==> config.mk <==
export PLATFORM = sky130hd
export DESIGN_NAME = uart_tx_fifo
export DESIGN_NICKNAME = d
export VERILOG_FILES = /design/src/rtl/uart_tx_fifo.sv
export SDC_FILE = /design/constraint.sdc
export NUM_CORES = 1
export LEC_CHECK = 0
export ABC_AREA = 1
export ABC_CLOCK_PERIOD_IN_PS = 2600
export CORE_MARGIN = 2
export CORE_UTILIZATION = 45
export DETAILED_ROUTE_END_ITERATION = 10
export DONT_BUFFER_PORTS = 1
export GPL_ROUTABILITY_DRIVEN = 0
export SKIP_CTS_REPAIR_TIMING = 1
export SLEW_MARGIN = 20
export SYNTH_ARGS = -nofsm -noshare
export SYNTH_HDL_FRONTEND = slang
export SYNTH_SLANG_ARGS = --single-unit
==> constraint.sdc <==
create_clock -name i_Clock -period 2.6 [get_ports i_Clock]
set_input_delay 0.52 -clock i_Clock [delete_from_list [all_inputs] [get_ports i_Clock]]
set_output_delay 0.52 -clock i_Clock [all_outputs]
set_load 0.02 [all_outputs]
==> src/rtl/uart_tx_fifo.sv <==
// UART transmitter (8N1, LSB first) behind a FIFO_DEPTH-byte queue; first start bit two clocks after the push.
// o_Tx_Ready drops while the queue is full and o_Tx_Ovf flags dropped pushes. Define UART_TX_PARITY_EN to add an even parity bit.
module uart_tx_fifo #(
  parameter int CLKS_PER_BIT = 27,
  parameter int FIFO_DEPTH   = 4
) (
  input  logic       i_Clock,
  input  logic       i_Reset,
  input  logic       i_Tx_DV,
  input  logic [7:0] i_Tx_Byte,
  output logic       o_Tx_Ready,
  output logic       o_Tx_Ovf,
  output logic       o_Tx_Active,
  output logic       o_Tx_Done,
  output logic       o_Tx_Serial
);
  localparam int PW   = (FIFO_DEPTH > 1) ? $clog2(FIFO_DEPTH) : 1;
  localparam int CNTW = PW + 1;
  localparam int CW   = (CLKS_PER_BIT > 1) ? $clog2(CLKS_PER_BIT) : 1;
  localparam logic [CNTW-1:0] FULL_CNT = CNTW'(FIFO_DEPTH);
  localparam logic [CW-1:0]   CLK_LAST = CW'(CLKS_PER_BIT - 1);

  typedef enum logic [2:0] {
    S_IDLE    = 3'd0,
    S_START   = 3'd1,
    S_DATA    = 3'd2,
    S_STOP    = 3'd3,
    S_CLEANUP = 3'd4
`ifdef UART_TX_PARITY_EN
    , S_PARITY = 3'd5
`endif
  } state_t;

  logic [7:0]      mem_q [FIFO_DEPTH];
  logic [PW-1:0]   wr_ptr_q, wr_ptr_d, rd_ptr_q, rd_ptr_d;
  logic [CNTW-1:0] count_q, count_d;
  logic            ovf_q, ovf_d;
  logic            push, pop;

  state_t          state_q, state_d;
  logic [CW-1:0]   clk_cnt_q, clk_cnt_d;
  logic [2:0]      bit_idx_q, bit_idx_d;
  logic [7:0]      shift_q, shift_d;
  logic            bit_end;
`ifdef UART_TX_PARITY_EN
  logic            parity_q, parity_d;
`endif

  logic            serial_q, serial_d;
  logic            active_q, active_d;
  logic            done_q, done_d;

  assign o_Tx_Ready  = (count_q != FULL_CNT);
  assign o_Tx_Ovf    = ovf_q;
  assign o_Tx_Active = active_q;
  assign o_Tx_Done   = done_q;
  assign o_Tx_Serial = serial_q;

  assign push    = i_Tx_DV && o_Tx_Ready;
  assign pop     = (state_q == S_IDLE) && (count_q != '0);
  assign bit_end = (clk_cnt_q == CLK_LAST);

  always_comb begin
    wr_ptr_d = push ? wr_ptr_q + PW'(1) : wr_ptr_q;
    rd_ptr_d = pop  ? rd_ptr_q + PW'(1) : rd_ptr_q;
    ovf_d    = i_Tx_DV && !o_Tx_Ready;
    count_d  = count_q;
    case ({push, pop})
      2'b10:   count_d = count_q + CNTW'(1);
      2'b01:   count_d = count_q - CNTW'(1);
      default: count_d = count_q;
    endcase
  end

  // Storage needs no reset: the pointers and count define what is valid.
  always_ff @(posedge i_Clock) begin
    if (push) begin
      mem_q[wr_ptr_q] <= i_Tx_Byte;
    end
  end

  always_ff @(posedge i_Clock) begin
    if (i_Reset) begin
      wr_ptr_q  <= '0;
      rd_ptr_q  <= '0;
      count_q   <= '0;
      ovf_q     <= 1'b0;
      state_q   <= S_IDLE;
      clk_cnt_q <= '0;
      bit_idx_q <= '0;
      shift_q   <= '0;
`ifdef UART_TX_PARITY_EN
      parity_q  <= 1'b0;
`endif
      serial_q  <= 1'b1;
      active_q  <= 1'b0;
      done_q    <= 1'b0;
    end else begin
      wr_ptr_q  <= wr_ptr_d;
      rd_ptr_q  <= rd_ptr_d;
      count_q   <= count_d;
      ovf_q     <= ovf_d;
      state_q   <= state_d;
      clk_cnt_q <= clk_cnt_d;
      bit_idx_q <= bit_idx_d;
      shift_q   <= shift_d;
`ifdef UART_TX_PARITY_EN
      parity_q  <= parity_d;
`endif
      serial_q  <= serial_d;
      active_q  <= active_d;
      done_q    <= done_d;
    end
  end

  always_comb begin
    state_d   = state_q;
    clk_cnt_d = clk_cnt_q;
    bit_idx_d = bit_idx_q;
    shift_d   = shift_q;
`ifdef UART_TX_PARITY_EN
    parity_d  = parity_q;
`endif
    case (state_q)
      S_IDLE: begin
        clk_cnt_d = '0;
        bit_idx_d = '0;
        if (pop) begin
          shift_d  = mem_q[rd_ptr_q];
`ifdef UART_TX_PARITY_EN
          parity_d = ^mem_q[rd_ptr_q];
`endif
          state_d  = S_START;
        end
      end
      S_START: begin
        if (bit_end) begin
          clk_cnt_d = '0;
          bit_idx_d = '0;
          state_d   = S_DATA;
        end else begin
          clk_cnt_d = clk_cnt_q + CW'(1);
        end
      end
      S_DATA: begin
        if (bit_end) begin
          clk_cnt_d = '0;
          shift_d   = {1'b0, shift_q[7:1]};
          bit_idx_d = bit_idx_q + 3'd1;
          if (bit_idx_q == 3'd7) begin
`ifdef UART_TX_PARITY_EN
            state_d = S_PARITY;
`else
            state_d = S_STOP;
`endif
          end
        end else begin
          clk_cnt_d = clk_cnt_q + CW'(1);
        end
      end
`ifdef UART_TX_PARITY_EN
      S_PARITY: begin
        if (bit_end) begin
          clk_cnt_d = '0;
          state_d   = S_STOP;
        end else begin
          clk_cnt_d = clk_cnt_q + CW'(1);
        end
      end
`endif
      S_STOP: begin
        if (bit_end) begin
          clk_cnt_d = '0;
          state_d   = S_CLEANUP;
        end else begin
          clk_cnt_d = clk_cnt_q + CW'(1);
        end
      end
      S_CLEANUP: state_d = S_IDLE;
      default: begin
        state_d   = S_IDLE;
        clk_cnt_d = '0;
      end
    endcase
  end

  // Line, Active and Done are registered from the current state, so they trail it by one clock.
  always_comb begin
    serial_d = 1'b1;
    active_d = 1'b0;
    done_d   = 1'b0;
    case (state_q)
      S_START: begin
        serial_d = 1'b0;
        active_d = 1'b1;
      end
      S_DATA: begin
        serial_d = shift_q[0];
        active_d = 1'b1;
      end
`ifdef UART_TX_PARITY_EN
      S_PARITY: begin
        serial_d = parity_q;
        active_d = 1'b1;
      end
`endif
      S_STOP:    active_d = 1'b1;
      S_CLEANUP: done_d   = 1'b1;
      default: begin
        serial_d = 1'b1;
        active_d = 1'b0;
        done_d   = 1'b0;
      end
    endcase
  end
endmodule

==> reports/qor.yml, run 1 <==
setup_path:
  startpoint_type: "flop"
  critical_path.max_fanout: 9
  crit_top_cell: "nand2_1"
  cpPeakStageDelay_ps: 370
  required_ps: 2870
  cp.arrival_ps: 2390
  path_cells: "inv_1 -> nand3_1 -> nand2_1 -> ha_1 -> inv_1 -> fa_1 -> a21oi_1 -> o21ai_0 -> nand2_1 -> nand2_1 -> nor2_1"
  cpMaxStageDelayCell: "fa_1"
  rr_worst_depth: 11
  crit_path_end_kind: "flop"
  critPathKind: "flop to flop"
sta:
  hold_violations: 0
  max_freq_mhz: 471
  period_needed_ps: 2120
  period_share: 0.817
  slew-limit-headroom: 0.564
  hold_ws_ps: 246
  finClkSkew_ps: 16.6
  tightest_slew_ps: 653
  slew_viol_final: 0
  setup_viol: 0
  rsz0062_at_grt: "false"
  finalSetupTns_ps: 0
synth:
  synthMostInstantiatedCell: "nand2_1"
  ys_warn_count: 0
  synth-main-ff-cell: "edfxtp_1"
  synth-edff-count: 32
  synth_area_leaders: "edfxtp_1, dfxtp_1, nand2_1"
  synth_common_cells: "nand2_1, nor2_1, dfxtp_1, edfxtp_1, inv_1"
  synthCells: 309
  async_flop_share: 0
  synth_top_area_frac: 0.345
  ys_types: 25
  syn_nets: 330
  yosys_register_bits: 64
  synth_area_um2: 2790
  yosysSeqAreaShare: 0.575
  yosys.area.top_type: "edfxtp_1"
  syn_avg_cell_area_um2: 9.02
drt:
  vias: 1915
  postRouteAntennaNets: 0
  firstDrtPassIters: 4
  wirelength_um: 4830
  routedWlPerCell_um: 12.1
  vias_per_cell: 4.81
  drt_iter0_markers: 89
  drc_errors: 0
pwr:
  p_leak_nw: 1.29
  p_clk_frac: 0.218
  switchingPower_mw: 1.25
  seqPwrFrac: 0.434
  p_int_mw: 1.99
  ir_worst_vdd_v: 0.000525
  power_frac_comb: 0.348
  power_density_nw_per_um2: 1070
  swShare: 0.386
floorplan:
  die-area_um2: 6840
  die_w_um: 82.7
  ios: 16
  fp.coreArea_um2: 5960
  num_rows: 28
  die_h_um: 82.7
  start_util: 0.468
global_route:
  met2_usage: 0.237
  grtUsageTotal: 0.158
  grt_util_met3: 0.0413
  grt_max_degree: 24
  grt_antenna_before_repair: 0
  top_usage_layer: "met2"
  grt_pass1_vias: 1720
  grt_pass1_wl_um: 7830
  grt-ovfl-total: 0
  grtUsageMet1: 0.207
status:
  status: "finished, final reports clean"
clocking:
  h-tree-depth: 3
  cts_tree: "done"
  clockBufferDepth: 2
  clkTransAtPathRegs_ps: 70
  root_buffer: "clkbuf_8"
  clock_sinks: 64
  insertion_delay_ps: 340
  cts_buffers: 9
finish:
  fin_util: 0.511
  final_area_um2: 3040
  diodes: 0
  num-nets-final: 339
  layout-drive-gt1-share: 0.105
  syn_to_final_growth_pct: 9.16
job:
  drv_cap: 0
placement:
  dp_hpwl_um: 3250
  port_buffers: 0
  dpl_cell_area_um2: 2880
hold_path:
  holdPathStages: 1
  hold_path.class: "input port to flop"
## flip-flops by register name, summed over array words and instances, names as in the netlist, named ones only
register / count
rd_ptr_q: 2
clk_cnt_q: 5
o_Tx_Ovf: 1
state_q: 3
count_q: 3
bit_idx_q: 3
o_Tx_Active: 1
mem_q: 32
wr_ptr_q: 2
o_Tx_Serial: 1
shift_q: 8
o_Tx_Done: 1
## worst paths after layout
path	end	slack, ps	startpoint
hold reg to reg	count_q[0]	460	count_q[0]
setup reg to reg	count_q[2]	480	count_q[0]
hold / removal	bit_idx_q[1]	250	i_Reset
setup / recovery	count_q[2]	480	count_q[0]
## critical path, delay by kind of cell (launching register included)
kind / cells / cell delay (ps)
AND/OR/NAND/NOR: 5 / 770
adder cells (fa/ha/maj): 2 / 560
AO/OA/AOI/OAI: 2 / 250
flip-flops: 1 / 320
buffers and inverters: 2 / 170
## metal layers
| layer | wire length, um | part of all wire |
|---|---|---|
| met5 | 0 | 0 |
| met4 | 101 | 0.021 |
| met3 | 164 | 0.034 |
| met2 | 2190 | 0.45 |
| met1 | 2370 | 0.49 |
## power groups by stage
stage | Combinational (mW) | Sequential (mW) | Clock (mW)
3_5_place_dp | 1.14 | 1.43 | 0
3_3_place_gp | 1.13 | 1.43 | 0
5_1_grt | 1.31 | 1.43 | 0.773
4_1_cts | 1.14 | 1.41 | 0.732
2_1_floorplan | 0.961 | 1.39 | 0
6_report | 1.13 | 1.41 | 0.706
## cell usage in the layout, fill, tap and decap left out, types with 3 or more instances in the layout
master	instances
a21oi_1	21
buf_4	5
clkbuf_8	9
dfxtp_1	32
edfxtp_1	32
ha_1	9
inv_1	26
inv_2	3
nand2_1	73
nand2_2	4
nand2_4	4
nand3_1	15
nor2_1	48
o21ai_0	14
o21ai_1	7
## final cells by class
class / count / area, um2
well taps: 75 / 93.8
clock inverters: 6 / 37.5
clock buffers: 10 / 128
flip-flops and latches: 64 / 1600
multi-input cells: 208 / 1030
repair buffers: 5 / 37.5
fillers: 580 / 2910
inverters: 30 / 118
## stage by stage
stage / setup WS (ps) / total power, mW / cells
after global routing: 181 / 3.52 / 398
final: 476 / 3.24 / 398
after floorplan: 648 / 2.35 / 309
after detailed placement: 463 / 2.57 / 382
after global placement: 501 / 2.55 / 382
after CTS: 450 / 3.28 / 398
## cells by family after synthesis
kind of cell	after synthesis	synth area share
AND/OR/NAND/NOR	153	0.237
flip-flops	64	0.575
AO/OA/AOI/OAI	43	0.0777
buffers and inverters	37	0.0570
adder cells (fa/ha/maj)	10	0.0476
XOR/XNOR	2	0.00629
Note: power is estimated with default switching activity, not from simulation.
==> inputs of run 2 (changes only) <==
ABC_CLOCK_PERIOD_IN_PS = 2009   (was 2600)
clock period = 2.01 ns   (was 2.6 ns; I/O delays follow)
==> run 2 against run 1 <==
Effect of this change: utilization is 0.76 points higher; cell count rose by 1.3%; combinational power increased by 37%; critical endpoint unchanged; highest routed layer unchanged.
==> reports/qor.yml, run 2 (synthesized netlist as in run 1, its figures left out) <==
finish:
  final_common_cell: "nand2_1"
  multi_input_area_um2: 1040  # +0.98%
  diodes: 0  # unchanged
  largest_reg_flops: 32  # unchanged
  layout-drive-gt1-share: 0.116  # +0.0106
  syn_to_final_growth_pct: 10.8
  num-nets-final: 344  # +1.5%
  mostFrequentLayoutCells: "nand2_1, nor2_1, edfxtp_1"
  fin_cells: 403  # +1.3%
  reg.largest.list: "mem_q: 32 flops, shift_q: 8 flops, clk_cnt_q: 5 flops"
  fin_util: 0.518  # +0.00756
  regMostFlops: "mem_q"
  regArea_um2: 1600  # about the same
  fill_cells: 595  # +2.6%
floorplan:
  die_w_um: 82.7  # unchanged
  fp.coreArea_um2: 5960  # unchanged
  ios: 16  # unchanged
  start_util: 0.468  # unchanged
  num_rows: 28  # unchanged
  die-area_um2: 6840  # unchanged
  die_h_um: 82.7  # unchanged
status:
  status: "finished, final reports clean"
sta:
  max_freq_mhz: 558  # +18%
  period_share: 0.892  # +0.0755
  finClkSkew_ps: 5.58  # -11.0 ps
  finalSetupTns_ps: 0  # unchanged
  rsz0062_at_grt: "false"
  slew-limit-headroom: 0.769  # +0.205
  period_needed_ps: 1790  # -330 ps
  slew_viol_final: 0  # unchanged
  hold_violations: 0  # unchanged
  tightest_slew_ps: 345  # -308 ps
  setup_viol: 0  # unchanged
  worst_slack_ps: 217  # -260 ps
pwr:
  p_leak_nw: 1.33  # +2.5%
  power_density_nw_per_um2: 1390  # +31%
  ir_worst_vdd_v: 0.000624  # +19%
  finalPower_mw: 4.30  # +33%
drt:
  vias: 1944  # +1.5%
  drt-met1-wl_um: 2530  # +6.5%
  drt_iter0_markers: 74  # -17%
  drc_errors: 0  # unchanged
  postRouteAntennaNets: 0  # unchanged
  met3WireLength_um: 174  # +6.1%
  wirelength_um: 5070  # +5.0%
  routedWlPerCell_um: 12.6  # +3.7%
  dr_wl_met2_um: 2250  # +2.6%
  routed.top_layer: "met4"
  firstDrtPassIters: 4  # unchanged
  vias_per_cell: 4.82  # +0.25%
setup_path:
  required_ps: 2240  # -630 ps
  cp.arrival_ps: 2020  # -370 ps
  critical_path.max_fanout: 4  # -5
  critPathKind: "flop to flop"
  cpMaxStageDelayCell: "fa_1"
  crit_top_cell: "nor2_1"
  path_cells: "nor2_4 -> nand2_2 -> nor2_2 -> ha_1 -> inv_1 -> fa_1 -> a21oi_1 -> o21ai_1 -> nor2_1 -> nor2_1"
  startpoint_type: "flop"
  crit_family: "adder cells"
  cpPeakStageDelay_ps: 380  # about the same
  path_buf_inv: 1  # -1
  crit_path_end_kind: "flop"
clocking:
  cts_tree: "done"
  clock_sinks: 64  # unchanged
  h-tree-depth: 3  # unchanged
  cts_buffers: 9  # unchanged
  clkTransAtPathRegs_ps: 60  # about the same
  root_buffer: "clkbuf_8"
  clockBufferDepth: 2  # unchanged
  insertion_delay_ps: 330  # about the same
placement:
  dp_hpwl_um: 3380  # +4.0%
  preCtsSetupSlack_ps: 157  # -307 ps
  dp.cells: 387  # +1.3%
  port_buffers: 0  # unchanged
global_route:
  grt_max_degree: 17  # -29%
  grt_pass1_vias: 1855  # +7.8%
  grtUsageTotal: 0.169  # +0.0112
  grt_pass1_wl_um: 8420  # +7.5%
  grt_antenna_before_repair: 0  # unchanged
  grt-ovfl-total: 0  # unchanged
hold_path:
  hold_path.class: "input port to flop"
job:
  drv_cap: 0  # unchanged
[run 2: cell type report]
class | instances | area share
Sequential cell | 64 | 0.519
Multi-Input combinational cell | 208 | 0.336
Clock buffer | 15 | 0.0507
Inverter | 30 | 0.0381
Tap cell | 75 | 0.0304
Timing Repair Buffer | 10 | 0.0243
Clock inverter | 1 | 0.00162
[run 2: metal layers]
layer | vias to the layer above | track usage
met5 | - | 0
met4 | 0 | 0.0951
met3 | 12 | 0.0424
met2 | 29 | 0.256
met1 | 873 | 0.222
li1 | 1030 | -
[run 2: final timing paths]
| check | to | slack, ps | startpoint | depth (start not counted) |
|---|---|---|---|---|
| min reg2reg | count_q[0] | 450 | count_q[0] | 1 |
| max reg2reg | count_q[2] | 220 | state_q[0] | 10 |
| min | shift_q[7] | 130 | i_Reset | 1 |
| max | count_q[2] | 220 | state_q[0] | 10 |
[run 2: through the flow]
| stage | area [um2] | hold slack [ps] |
|---|---|---|
| 4_1_cts | 3080 | 117 |
| 3_3_place_gp | 2910 | 437 |
| 2_1_floorplan | 2790 | 422 |
| 3_5_place_dp | 2910 | 438 |
| 6_report | 3090 | 134 |
| 5_1_grt | 3090 | 121 |
[run 2: report_power, final]
group | internal [mW] | switching [mW]
clock | 0.482 | 0.449
sequential | 1.65 | 0.170
combinational | 0.540 | 1.01
==> inputs of run 3 (changes only) <==
CORE_MARGIN = 5   (was 2)
CORE_UTILIZATION = 40   (was 45)
==> run 3 against run 2 <==
Effect of this change: clock power increased by 20%; global-route usage down 4.1 points; register-to-register slack worse by 50 ps; critical path depth rose by 1; hold slack got worse by 19 ps; clock-buffer cell count is 6 lower; sequential share of layout area fell by 1.2 points; clock skew rose by 2.6 ps; cell count is 5.5% higher; setup slack worse by 51 ps; combinational power barely moved; largest cell class unchanged.
==> reports/qor.yml, run 3 (synthesized netlist as in run 1, its figures left out) <==
status:
  status: "finished, final reports clean"
finish:
  layout-drive-gt1-share: 0.134  # +0.0179
  reg.largest.list: "mem_q: 32 flops, shift_q: 8 flops, clk_cnt_q: 5 flops"
  regArea_um2: 1600  # unchanged
  final_area_um2: 3160  # +2.3%
  largest_reg_flops: 32  # unchanged
  syn_to_final_growth_pct: 13.3
  diodes: 0  # unchanged
  mostFrequentLayoutCells: "nand2_1, nor2_1, edfxtp_1"
  num-nets-final: 345  # +0.29%
  regMostFlops: "mem_q"
  fill_cells: 657  # +10%
  multi_input_area_um2: 1030  # -0.48%
  final_common_cell: "nand2_1"
sta:
  slew_viol_final: 0  # unchanged
  max_freq_mhz: 542  # -2.8%
  setup_viol: 0  # unchanged
  rsz0062_at_grt: "false"
  tightest_slew_ps: 337  # -7.91 ps
  period_share: 0.918  # +0.0253
  slew-limit-headroom: 0.775  # +0.00588
  hold_violations: 0  # unchanged
  period_needed_ps: 1840  # +50.9 ps
  finClkSkew_ps: 8.16  # +2.58 ps
  hold_ws_ps: 115  # -18.9 ps
  finalSetupTns_ps: 0  # unchanged
global_route:
  top_usage_layer: "met2"
  grt_max_degree: 18  # +1
  met2_usage: 0.210  # -0.0460
  grt-ovfl-total: 0  # unchanged
  grt_pass1_vias: 1897  # +2.3%
  grt_util_met3: 0.0491  # +0.00668
  grtUsageTotal: 0.128  # -0.0414
  grt_pass1_wl_um: 8570  # +1.8%
  grtUsageMet1: 0.144  # -0.0774
  grt_antenna_before_repair: 0  # unchanged
setup_path:
  required_ps: 2290  # +50 ps
  endpoint: "count_q[2]"
  critPathKind: "flop to flop"
  cp_num_cells: 11  # +1
  reg2reg_from: "state_q[1]"
  path_buf_inv: 1  # unchanged
  cp.arrival_ps: 2130  # +110 ps
  path_cells: "nor2_2 -> nand2_2 -> nor2_2 -> ha_1 -> inv_1 -> fa_1 -> a21oi_1 -> o21ai_0 -> nand2_1 -> nand2_1 -> nor2_1"
  crit_path_end_kind: "flop"
  cpMaxStageDelayCell: "fa_1"
  crit_family: "simple AND/OR/NAND/NOR gates"
  cpPeakStageDelay_ps: 370  # about the same
  critical_path.max_fanout: 5  # +1
  crit_start: "state_q[1]"
  rr_endpoint: "count_q[2]"
  startpoint_type: "flop"
  rr_worst_depth: 11  # +1
  r2r_slack_ps: 170  # -50 ps
job:
  drv_cap: 0  # unchanged
floorplan:
  die-area_um2: 8730  # +28%
  ios: 16  # unchanged
  die_w_um: 93.5  # +13%
  start_util: 0.410  # -0.0577
  fp.coreArea_um2: 6790  # +14%
  die_h_um: 93.5  # +13%
  num_rows: 30  # +7.1%
pwr:
  power_density_nw_per_um2: 1420  # +1.9%
  p_clk_frac: 0.250  # +0.033
  seqPwrFrac: 0.404  # -0.018
  ir_worst_vdd_v: 0.000582  # -6.7%
  p_leak_nw: 1.34  # +1.3%
  swShare: 0.381  # +0.00110
  p_int_mw: 2.78  # +4.1%
  switchingPower_mw: 1.71  # +4.5%
  power_frac_comb: 0.347  # -0.014
drt:
  vias: 1972  # +1.4%
  drt_iter0_markers: 64  # -14%
  vias_per_cell: 4.64  # -3.8%
  firstDrtPassIters: 4  # unchanged
  wirelength_um: 4990  # -1.6%
  drc_errors: 0  # unchanged
  postRouteAntennaNets: 0  # unchanged
  routedWlPerCell_um: 11.7  # -6.7%
clocking:
  insertion_delay_ps: 350  # +20 ps
  root_buffer: "clkbuf_8"
  h-tree-depth: 3  # unchanged
  cts_tree: "done"
  clkTransAtPathRegs_ps: 80  # +20 ps
  clock_sinks: 64  # unchanged
  clockBufferDepth: 2  # unchanged
  cts_buffers: 9  # unchanged
placement:
  dp_hpwl_um: 3410  # +0.92%
  dpl_cell_area_um2: 2940  # +0.90%
  port_buffers: 0  # unchanged
hold_path:
  hold_path.class: "input port to flop"
run 3: cell types whose count changed in the layout (fill, tap and decap cells not counted):
| cell | previous run | this run |
|---|---|---|
| clkinv_4 | 0 | 2 |
| clkbuf_8 | 10 | 9 |
| clkinv_2 | 1 | 0 |
| inv_6 | 1 | 3 |
| o21ai_0 | 13 | 14 |
| nor2_2 | 1 | 2 |
| buf_4 | 10 | 11 |
| bufinv_16 | 0 | 1 |
| nor2_4 | 2 | 1 |
| clkbuf_1 | 5 | 0 |
| clkinvlp_4 | 0 | 2 |
| o21ai_1 | 8 | 7 |
run 3: area by class of cell:
class	instances	share of cell area
Tap cell	96	0.0380
Clock buffer	9	0.0392
Multi-Input combinational cell	208	0.326
Sequential cell	64	0.508
Timing Repair Buffer	11	0.0261
Clock inverter	7	0.0254
Inverter	30	0.0372
run 3: metrics by stage:
| step | utilization | total power [mW] | instances | worst slack, ps |
|---|---|---|---|---|
| after floorplan | - | 3.04 | 309 | 57.7 |
| after global placement | 0.433 | 3.34 | 408 | 206 |
| after detailed placement | 0.433 | 3.37 | 408 | 158 |
| after CTS | 0.463 | 4.50 | 424 | 122 |
| after global routing | 0.465 | 4.86 | 425 | 5.06 |
| final | 0.465 | 4.48 | 425 | 166 |
run 3: worst reg2reg max path, cell delays in order, from the launching register on:
cell and delay [ps]:
dfxtp_2 360, nor2_2 160, nand2_2 90, nor2_2 130, ha_1 150, inv_1 70
fa_1 370, a21oi_1 140, o21ai_0 120, nand2_1 70, nand2_1 40, nor2_1 70
run 3: layer usage:
metal / share of wire / vias up / wire [um]
met5: 0 / - / 0
met4: 0.022 / 0 / 111
met3: 0.049 / 12 / 243
met2: 0.48 / 25 / 2400
met1: 0.45 / 899 / 2230
li1: - / 1036 / -
run 3: worst min-delay path by stage:
stage          startpoint      endpoint  cells after the start
2_1_floorplan  count_q[0]    count_q[0]                      1
3_3_place_gp   count_q[0]    count_q[0]                      1
3_5_place_dp   count_q[0]    count_q[0]                      1
4_1_cts           i_Reset    shift_q[7]                      1
5_1_grt           i_Reset  bit_idx_q[1]                      1
6_report          i_Reset    shift_q[7]                      1
run 3: power groups by stage:
| stage | logic [mW] | registers [mW] | clock network [mW] |
|---|---|---|---|
| 2_1_floorplan | 1.24 | 1.80 | 0 |
| 3_3_place_gp | 1.52 | 1.82 | 0 |
| 3_5_place_dp | 1.53 | 1.84 | 0 |
| 4_1_cts | 1.55 | 1.81 | 1.15 |
| 5_1_grt | 1.80 | 1.84 | 1.22 |
| 6_report | 1.56 | 1.81 | 1.12 |
